## src/rtl/pcie_pkg.sv

```systemverilog
// Shared symbol format for the serial loopback link: 9-bit symbols, K flag in bit 0,
// payload byte in bits 8..1, shifted out LSB first.
package pcie_pkg;

  localparam int         SYM_W       = 9;
  localparam int         K_BIT       = 0;
  localparam logic [7:0] COM_DEFAULT = 8'hBC;

  typedef logic [SYM_W-1:0] sym_t;

  function automatic sym_t make_sym(input logic k, input logic [7:0] b);
    return {b, k};
  endfunction

endpackage

```

## src/rtl/pcie_byte_rx.sv

```systemverilog
// Receiver: deserializes the loopback line, finds the COM phase and, once locked,
// emits one strobe per data (K=0) symbol at every symbol boundary.
module pcie_byte_rx
  import pcie_pkg::*;
#(
  parameter logic [7:0] COM_SYMBOL = COM_DEFAULT,
  parameter int         LOCK_COUNT = 2
) (
  input  logic       clk,
  input  logic       rst,
  input  logic       ser_in,
  output logic [7:0] data_out,
  output logic       valid_out,
  output logic       sync_ok
);

  sym_t       sr_q, sr_d;
  logic [3:0] cnt_q, cnt_d;
  logic [3:0] phase_q, phase_d;
  logic [7:0] hits_q, hits_d;
  logic [7:0] hits_n;
  logic       sync_q, sync_d;
  logic [7:0] data_q, data_d;
  logic       valid_q, valid_d;
  logic       com_hit;

  // First bit received lands in the LSB once the symbol is complete.
  assign com_hit = (sr_q == make_sym(1'b1, COM_SYMBOL));

  always_comb begin
    sr_d    = {ser_in, sr_q[SYM_W-1:1]};
    cnt_d   = (cnt_q == 4'(SYM_W - 1)) ? 4'd0 : cnt_q + 4'd1;
    phase_d = phase_q;
    hits_d  = hits_q;
    hits_n  = 8'd0;
    sync_d  = sync_q;
    data_d  = data_q;
    valid_d = 1'b0;
    if (!sync_q) begin
      if (com_hit) begin
        hits_n  = (hits_q != 8'd0 && phase_q == cnt_q) ? hits_q + 8'd1 : 8'd1;
        phase_d = cnt_q;
        hits_d  = hits_n;
        if (int'(hits_n) >= LOCK_COUNT) sync_d = 1'b1;
      end
    end else if (cnt_q == phase_q && !sr_q[K_BIT]) begin
      data_d  = sr_q[SYM_W-1:1];
      valid_d = 1'b1;
    end
  end

  always_ff @(posedge clk or posedge rst) begin
    if (rst) begin
      sr_q    <= '0;
      cnt_q   <= 4'd0;
      phase_q <= 4'd0;
      hits_q  <= 8'd0;
      sync_q  <= 1'b0;
      data_q  <= 8'h00;
      valid_q <= 1'b0;
    end else begin
      sr_q    <= sr_d;
      cnt_q   <= cnt_d;
      phase_q <= phase_d;
      hits_q  <= hits_d;
      sync_q  <= sync_d;
      data_q  <= data_d;
      valid_q <= valid_d;
    end
  end

  assign data_out  = data_q;
  assign valid_out = valid_q;
  assign sync_ok   = sync_q;

endmodule

```

## src/rtl/pcie.sv

```systemverilog
// Byte link top: one-entry holding register and serializer feeding a registered
// serial loopback line into the byte receiver.
module pcie
  import pcie_pkg::*;
#(
  parameter logic [7:0] COM_SYMBOL = COM_DEFAULT,
  parameter int         INIT_IDLES = 4,
  parameter int         LOCK_COUNT = 2
) (
  input  logic       CLK,
  input  logic       RESET,
  input  logic [7:0] DATA,
  input  logic       Valid,
  output logic       Ready,
  output logic [7:0] DATA_OUT,
  output logic       VALID_OUT,
  output logic       SYNC_OK
);

  logic [3:0]  sym_cnt_q, sym_cnt_d;
  sym_t        tx_sr_q, tx_sr_d;
  logic        ser_q, ser_d;
  logic [7:0]  hold_q, hold_d;
  logic        hold_full_q, hold_full_d;
  logic [15:0] init_cnt_q, init_cnt_d;
  logic        init_done_q, init_done_d;
  logic        load;

  assign load  = (sym_cnt_q == 4'd0);
  assign Ready = !hold_full_q && init_done_q;

  always_comb begin
    sym_cnt_d   = (sym_cnt_q == 4'(SYM_W - 1)) ? 4'd0 : sym_cnt_q + 4'd1;
    ser_d       = tx_sr_q[0];
    tx_sr_d     = tx_sr_q >> 1;
    hold_d      = hold_q;
    hold_full_d = hold_full_q;
    init_cnt_d  = init_cnt_q;
    init_done_d = init_done_q;
    if (load) begin
      if (hold_full_q) begin
        tx_sr_d     = make_sym(1'b0, hold_q);
        hold_full_d = 1'b0;
      end else begin
        tx_sr_d = make_sym(1'b1, COM_SYMBOL);
      end
      // Reaching INIT_IDLES at a load edge means the last init idle has fully left.
      if (init_cnt_q == 16'(INIT_IDLES)) init_done_d = 1'b1;
      else                               init_cnt_d  = init_cnt_q + 16'd1;
    end
    if (Valid && Ready) begin
      hold_d      = DATA;
      hold_full_d = 1'b1;
    end
  end

  always_ff @(posedge CLK or posedge RESET) begin
    if (RESET) begin
      sym_cnt_q   <= 4'd0;
      tx_sr_q     <= '0;
      ser_q       <= 1'b0;
      hold_q      <= 8'h00;
      hold_full_q <= 1'b0;
      init_cnt_q  <= 16'd0;
      init_done_q <= 1'b0;
    end else begin
      sym_cnt_q   <= sym_cnt_d;
      tx_sr_q     <= tx_sr_d;
      ser_q       <= ser_d;
      hold_q      <= hold_d;
      hold_full_q <= hold_full_d;
      init_cnt_q  <= init_cnt_d;
      init_done_q <= init_done_d;
    end
  end

  pcie_byte_rx #(
    .COM_SYMBOL (COM_SYMBOL),
    .LOCK_COUNT (LOCK_COUNT)
  ) u_rx (
    .clk       (CLK),
    .rst       (RESET),
    .ser_in    (ser_q),
    .data_out  (DATA_OUT),
    .valid_out (VALID_OUT),
    .sync_ok   (SYNC_OK)
  );

endmodule

```

## config.mk

```make
export PLATFORM = sky130hd
export DESIGN_NAME = pcie
export DESIGN_NICKNAME = d
export VERILOG_FILES = /design/src/rtl/pcie_pkg.sv /design/src/rtl/pcie_byte_rx.sv /design/src/rtl/pcie.sv
export SDC_FILE = /design/constraint.sdc
export NUM_CORES = 1
export LEC_CHECK = 0
export ABC_AREA = 1
export CORE_ASPECT_RATIO = 1.5
export CORE_UTILIZATION = 50
export CTS_BUF_LIST = sky130_fd_sc_hd__clkbuf_8
export DETAILED_ROUTE_END_ITERATION = 8
export PLACE_DENSITY = 0.69
export SKIP_CTS_REPAIR_TIMING = 1
export SLEW_MARGIN = 20
export SYNTH_ARGS = -nofsm -noshare
export SYNTH_HDL_FRONTEND = slang
export SYNTH_SLANG_ARGS = --single-unit
```

## constraint.sdc

```tcl
create_clock -name CLK -period 3.2 [get_ports CLK]
set_input_delay 0.64 -clock CLK [delete_from_list [all_inputs] [get_ports CLK]]
set_output_delay 0.64 -clock CLK [all_outputs]
set_load 0.02 [all_outputs]
```

### Word-level counts from Yosys, hierarchy flattened

Cells that the tools add are included.

| storage, ports and cells | value |
|---|---|
| logic and storage cells | 52 |
| register bits after elaboration | 75 |
| output and inout port bits | 11 |
| bits of input ports | 11 |

| operators by class | value |
|---|---|
| $lt $le $gt $ge | 1 |
| bitwise operators | 2 |
| $add $sub $neg | 4 |
| reduce and logical (&&, ||, !) cells | 13 |
| multiplexer cells | 12 |
| equal/unequal tests | 6 |

Operators by type and width:

| kind | count |
|---|---|
| 9-bit 2-to-1 mux | 2 |
| 16-bit by 1-bit adder with 16-bit output, second input constant | 1 |
| 16-bit by 3-bit equality test with 1-bit output, second input constant | 1 |
| 9-bit equality test, second input constant | 1 |
| 4-bit by 1-bit adder with 4-bit output, second input constant | 2 |
| 8-bit by 1-bit adder with 8-bit output, second input constant | 1 |
| 4-bit equality test | 2 |
| 4-bit equality test, second input constant | 2 |
| 8-bit by 2-bit >= comparator with 1-bit output, second input constant | 1 |
| 4-bit 2-to-1 mux | 2 |
| 8-bit 2-to-1 mux | 1 |
| 2-bit AND reduction | 4 |
| 8-bit nonzero test | 1 |
| 1-bit 2-to-1 mux | 7 |
| 1-bit logical AND | 4 |
| 4-bit zero test | 1 |
| 1-bit zero test | 2 |
| 1-bit NOT | 2 |
| 2-bit nonzero test | 1 |

### Depth between registers and ports, before layout

| depth | value |
|---|---|
| depth in word-level cells | 7 |
| depth in mapped cells | 11 |
| depth with buffers taken out | 11 |

### Modules after synthesis

A second synthesis with hierarchy kept.

| unflattened totals | value |
|---|---|
| cell total of the unflattened synthesis | 418 |
| area, all modules | 3607.2 µm² |

Modules (own cells, without submodules):

| module | cells an instance | seq. area each (µm²) | instances | area each (µm²) |
|---|---|---|---|---|
| pcie | 235 | 1001.0 | 1 | 2015.7 |
| pcie_byte_rx | 183 | 875.8 | 1 | 1591.5 |

### Worst setup path before layout

Ideal clock, no wire load.

| timing | value |
|---|---|
| path kind | register to register |
| start | reg sym_cnt_q[0] |
| end | reg tx_sr_q[1] |
| arrival | 1.333 ns |
| period minus slack after synthesis | 1.416 ns |
| required time | 3.117 ns |
| library setup time | 0.083 ns |
| stages on the path, launching flop included | 9 |
| setup slack | 1.784 ns |
| path buffers | 0 |
| cells stage by stage | dfrtp_1 -> inv_1 -> ha_1 -> nand2_1 -> nor2_4 -> inv_1 -> nor2_2 -> inv_1 -> o21ai_0 |

| between the ends | value |
|---|---|
| cells in the longest elaborated chain, start to end | 2 |

Ends and longest elaborated chain:

| what | RTL line | RTL |
|---|---|---|
| start: declaration | pcie.sv:20 | `logic [3:0] sym_cnt_q, sym_cnt_d;` |
| start signal: assignment | pcie.sv:67 | `sym_cnt_q <= sym_cnt_d;` |
| 4-bit zero test | pcie.sv:29 | `assign load = (sym_cnt_q == 4'd0);` |
| 9-bit 2-to-1 mux | pcie.sv:40 | `if (load) begin` |
| net tx_sr_d[1] | pcie.sv:21 | `sym_t tx_sr_q, tx_sr_d;` |
| end signal: assignment | pcie.sv:68 | `tx_sr_q <= tx_sr_d;` |
| end: declaration | pcie.sv:21 |  |

The timed path passes the listed nets, and every way through them passes these cells.
A chain may end at the register's enable or synchronous reset.

### Worst setup path after layout

| timing | value |
|---|---|
| start | reg hold_full_q |
| end | out Ready |

| between the ends | value |
|---|---|
| cells in the longest elaborated chain, start to end | 2 |

Ends and longest elaborated chain:

| what | RTL line | RTL |
|---|---|---|
| start: declaration | pcie.sv:24 | `logic hold_full_q, hold_full_d;` |
| start signal: assignment | pcie.sv:71 | `hold_full_q <= hold_full_d;` |
| 1-bit zero test | pcie.sv:30 | `assign Ready = !hold_full_q && init_done_q;` |
| 1-bit logical AND | pcie.sv:30 |  |
| end: declaration | pcie.sv:14 | `output logic Ready,` |

No other way between the ends.

==> implementation parameters <==
Parameter                              Value

Clock tree
  Number of buffers between clock root and the deepest sink ... 2
  Register clock-pin slew on the reported worst setup and hold paths ... 80 ps
  Num CTS Buffers ... 9
  Clock H-tree levels ... 3
  Root cell of the clock tree ... clkbuf_8
  Clock tree from TritonCTS ... yes
  Clock sink count ... 75
  Worst-Skew Late Latency ... 340 ps

Layout
  Net count reported at finish ... 446
  # fillers ... 603
  Area growth from synthesis to layout ... 13.5%
  Antenna diode count ... 0
  Layout Utilization ... 58.3%
  Fraction of final layout cells with drive strength greater than 1 ... 9.74%

Min path
  HP Start ... tx_sr_q[0]$_DFF_PP0_
  Cells on Worst Hold Path ... 0
  Endpoint of the worst hold-timing path ... ser_q$_DFF_PP0_
  Min-delay worst type ... reg -> reg

Detailed routing
  Detailed-route via count ... 2,627
  Detailed Route WL ... 6.15 mm
  Detail-routed net length per standard cell ... 12.1 um
  Drt initial violations ... 185
  Via density ... 5.16
  Final ANT Viol Nets ... 0
  First-pass iteration count of the detailed router ... 4
  Residual DRC count ... 0

Floorplanning
  Count of pins on the block boundary ... 22
  Core Footprint ... 6810 um^2
  Initial Utilization ... 51.4%
  Die width ... 70.3 um
  Site Rows ... 37
  Die height ... 104 um
  Area of the die ... 7330 um^2

Critical path
  End of the worst register-to-register path ... u_rx.hits_q[0]$_DFFE_PP0P_
  Critical path peak fanout ... 2
  Count of buffering cells on the critical path with inverters included ... 1
  Launch point of the worst path ... hold_full_q$_DFFE_PP0P_
  Internal reg-to-reg setup slack ... 1350 ps
  Critical Setup Path Class ... reg -> out
  Arrival time at the worst endpoint ... 1510 ps
  Cells along the critical path ... nor2_1, clkdlybuf4s50_1
  CP delay by family, top ... buffers and inverters
  Delay contributed by the slowest stage of the critical path ... 630 ps
  Reg-to-reg critical path startpoint ... u_rx.sr_q[2]$_DFF_PP0_
  CP max stage cell ... clkdlybuf4s50_1
  Startpoint type of the worst setup path ... register
  Required time at the worst-slack endpoint ... 2560 ps
  Worst reg-to-reg path cell count ... 7
  Critical path endpoint category ... output port

STA
  Worst clock skew ... 7.38 ps
  Final setup vio count ... 0
  Max-Slew Margin vs Limit ... 44.7%
  Number of failing hold endpoints at the final stage ... 0
  Tightest Pin Transition ... 828 ps
  Setup TNS ... 0 ps
  RSZ-0062 raised after global routing ... false
  Final critical delay including setup and external delays ... 2150 ps
  Post-route clock period utilization ... 67.2%
  Max-slew violation count ... 0
  F_max ... 465 MHz

Job
  Max Cap Violations ... 0

Global route
  Number of antenna violations at the first check in global routing ... 0
  Overflow left after global routing ... 0
  First-pass GRT wire length ... 11.1 mm
  Total global routing track utilization ... 19.1%
  Via count of the first global-routing pass ... 2,605
  Largest net degree at the start of global routing ... 39

Synth
  Count of flip-flops with a built-in enable after synthesis ... 0
  FF+latch count, synth ... 75
  Async S/R FF share, synth ... 100%
  Mean instance size in the synthesized netlist ... 8.74 um^2
  Biggest area contributors in the synthesized netlist ... dfrtp_1, nand2_1, inv_1, o21ai_0, nor2_1
  Ys flop type ... dfrtp_1
  Top cell type's share of synthesized area ... 53.7%
  Count of yosys warnings during synthesis ... 0
  Dominant cell type by area after synthesis ... dfrtp_1
  Cell Area, Synth ... 3490 um^2
  Unique masters post-synth ... 34
  Syn Nets ... 419
  Proportion of synthesized chip area in sequential cells ... 53.7%
  Synthesized netlist cell count ... 400

Pwr
  Worst-case vdd ir drop ... 0.000266 V
  Leakage component of the power ... 1.85 nW
  PwrDens ... 452 nW/um^2

Status
  Status ... complete, no violations

Placement
  IO Port Bufs ... 21
  Placer congestion estimate ... 0.861
  Total half-perimeter wirelength after legalization and detailed placement ... 4.29 mm
==> layer usage <==
metal / GRT usage [%] / wire length [um] / vias up
li1: - / - / 1326
met1: 23.3 / 2700 / 1247
met2: 31.2 / 3130 / 38
met3: 4.07 / 141 / 16
met4: 10.0 / 180 / 0
met5: 0 / 0 / -
==> cell families (layout without fill, tap and decap cells) <==
family	count (synthesis)	in the layout	share of synthesized area, %
adder cells (fa/ha/maj)	8	8	2.86
multiplexers	1	1	0.322
buffers and inverters	69	100	8.09
AO/OA/AOI/OAI	64	64	10.2
AND/OR/NAND/NOR	172	172	22.0
XOR/XNOR	11	11	2.76
flip-flops	75	75	53.7
==> cells in the mapped netlist, types with 5 or more instances <==
library cell	count
xor2_1	10
nand4_1	8
nor2_1	35
inv_1	58
a21oi_1	14
dfrtp_1	75
nand2_1	87
ha_1	8
o21ai_2	7
nand3_1	21
inv_2	5
o21ai_0	32
o21ai_1	5
==> worst max path at each step <==
| stage | endpoint | cells after the start |
|---|---|---|
| floorplan | hold_full_q$_DFFE_PP0P_ | 1 |
| global placement | hold_q[7]$_DFFE_PP0P_ | 3 |
| detailed placement | hold_q[7]$_DFFE_PP0P_ | 3 |
| CTS | Ready | 2 |
| global route | Ready | 3 |
| finish | Ready | 2 |
==> metrics by stage <==
stage | area, um^2 | worst slack, ps | power (mW) | hold WS (ps) | instances
floorplan | 3490 | 650 | 1.07 | 331 | 400
global placement | 3780 | 1290 | 1.10 | 332 | 494
detailed placement | 3780 | 1270 | 1.10 | 336 | 494
CTS | 3970 | 1030 | 1.81 | 348 | 509
global route | 3970 | 960 | 1.87 | 357 | 509
finish | 3970 | 1050 | 1.79 | 349 | 509
==> report_power, final <==
group	internal [mW]	switching, mW	leakage, nW
combinational	0.0336	0.0490	0.815
sequential	0.986	0.0140	0.937
clock	0.359	0.350	0.0959
==> layout by cell type (no fill, tap or decap), types with 4 or more instances in the layout <==
cell type and count:
nand3_1 21, clkbuf_8 9, o21ai_1 5, inv_2 6, o21ai_2 7, nor2_2 4
dfrtp_1 75, nand2_2 4, o21ai_0 32, nor2_1 35, clkdlybuf4s50_1 21, nand4_1 8
a21oi_1 14, nand2_1 87, inv_1 57, xor2_1 10, ha_1 8
==> registers in the layout (all words and copies together) (netlist names) <==
name	cells
u_rx.data_out	8
hold_full_q	1
init_done_q	1
init_cnt_q	16
ser_q	1
u_rx.sync_ok	1
u_rx.sr_q	9
u_rx.valid_out	1
tx_sr_q	9
u_rx.cnt_q	4
sym_cnt_q	4
u_rx.phase_q	4
u_rx.hits_q	8
hold_q	8
==> cell type report <==
type                            instances  area [um^2]  share of cell area, %
Multi-Input combinational cell        256         1340                   33.7
Clock buffer                            9          124                   3.12
Sequential cell                        75         1880                   47.3
Clock inverter                          6         65.1                   1.64
Tap cell                               78         97.6                   2.46
Inverter                               63          236                   5.96
Timing Repair Buffer                   22          230                   5.81
Power figures use the tool's default switching activity.
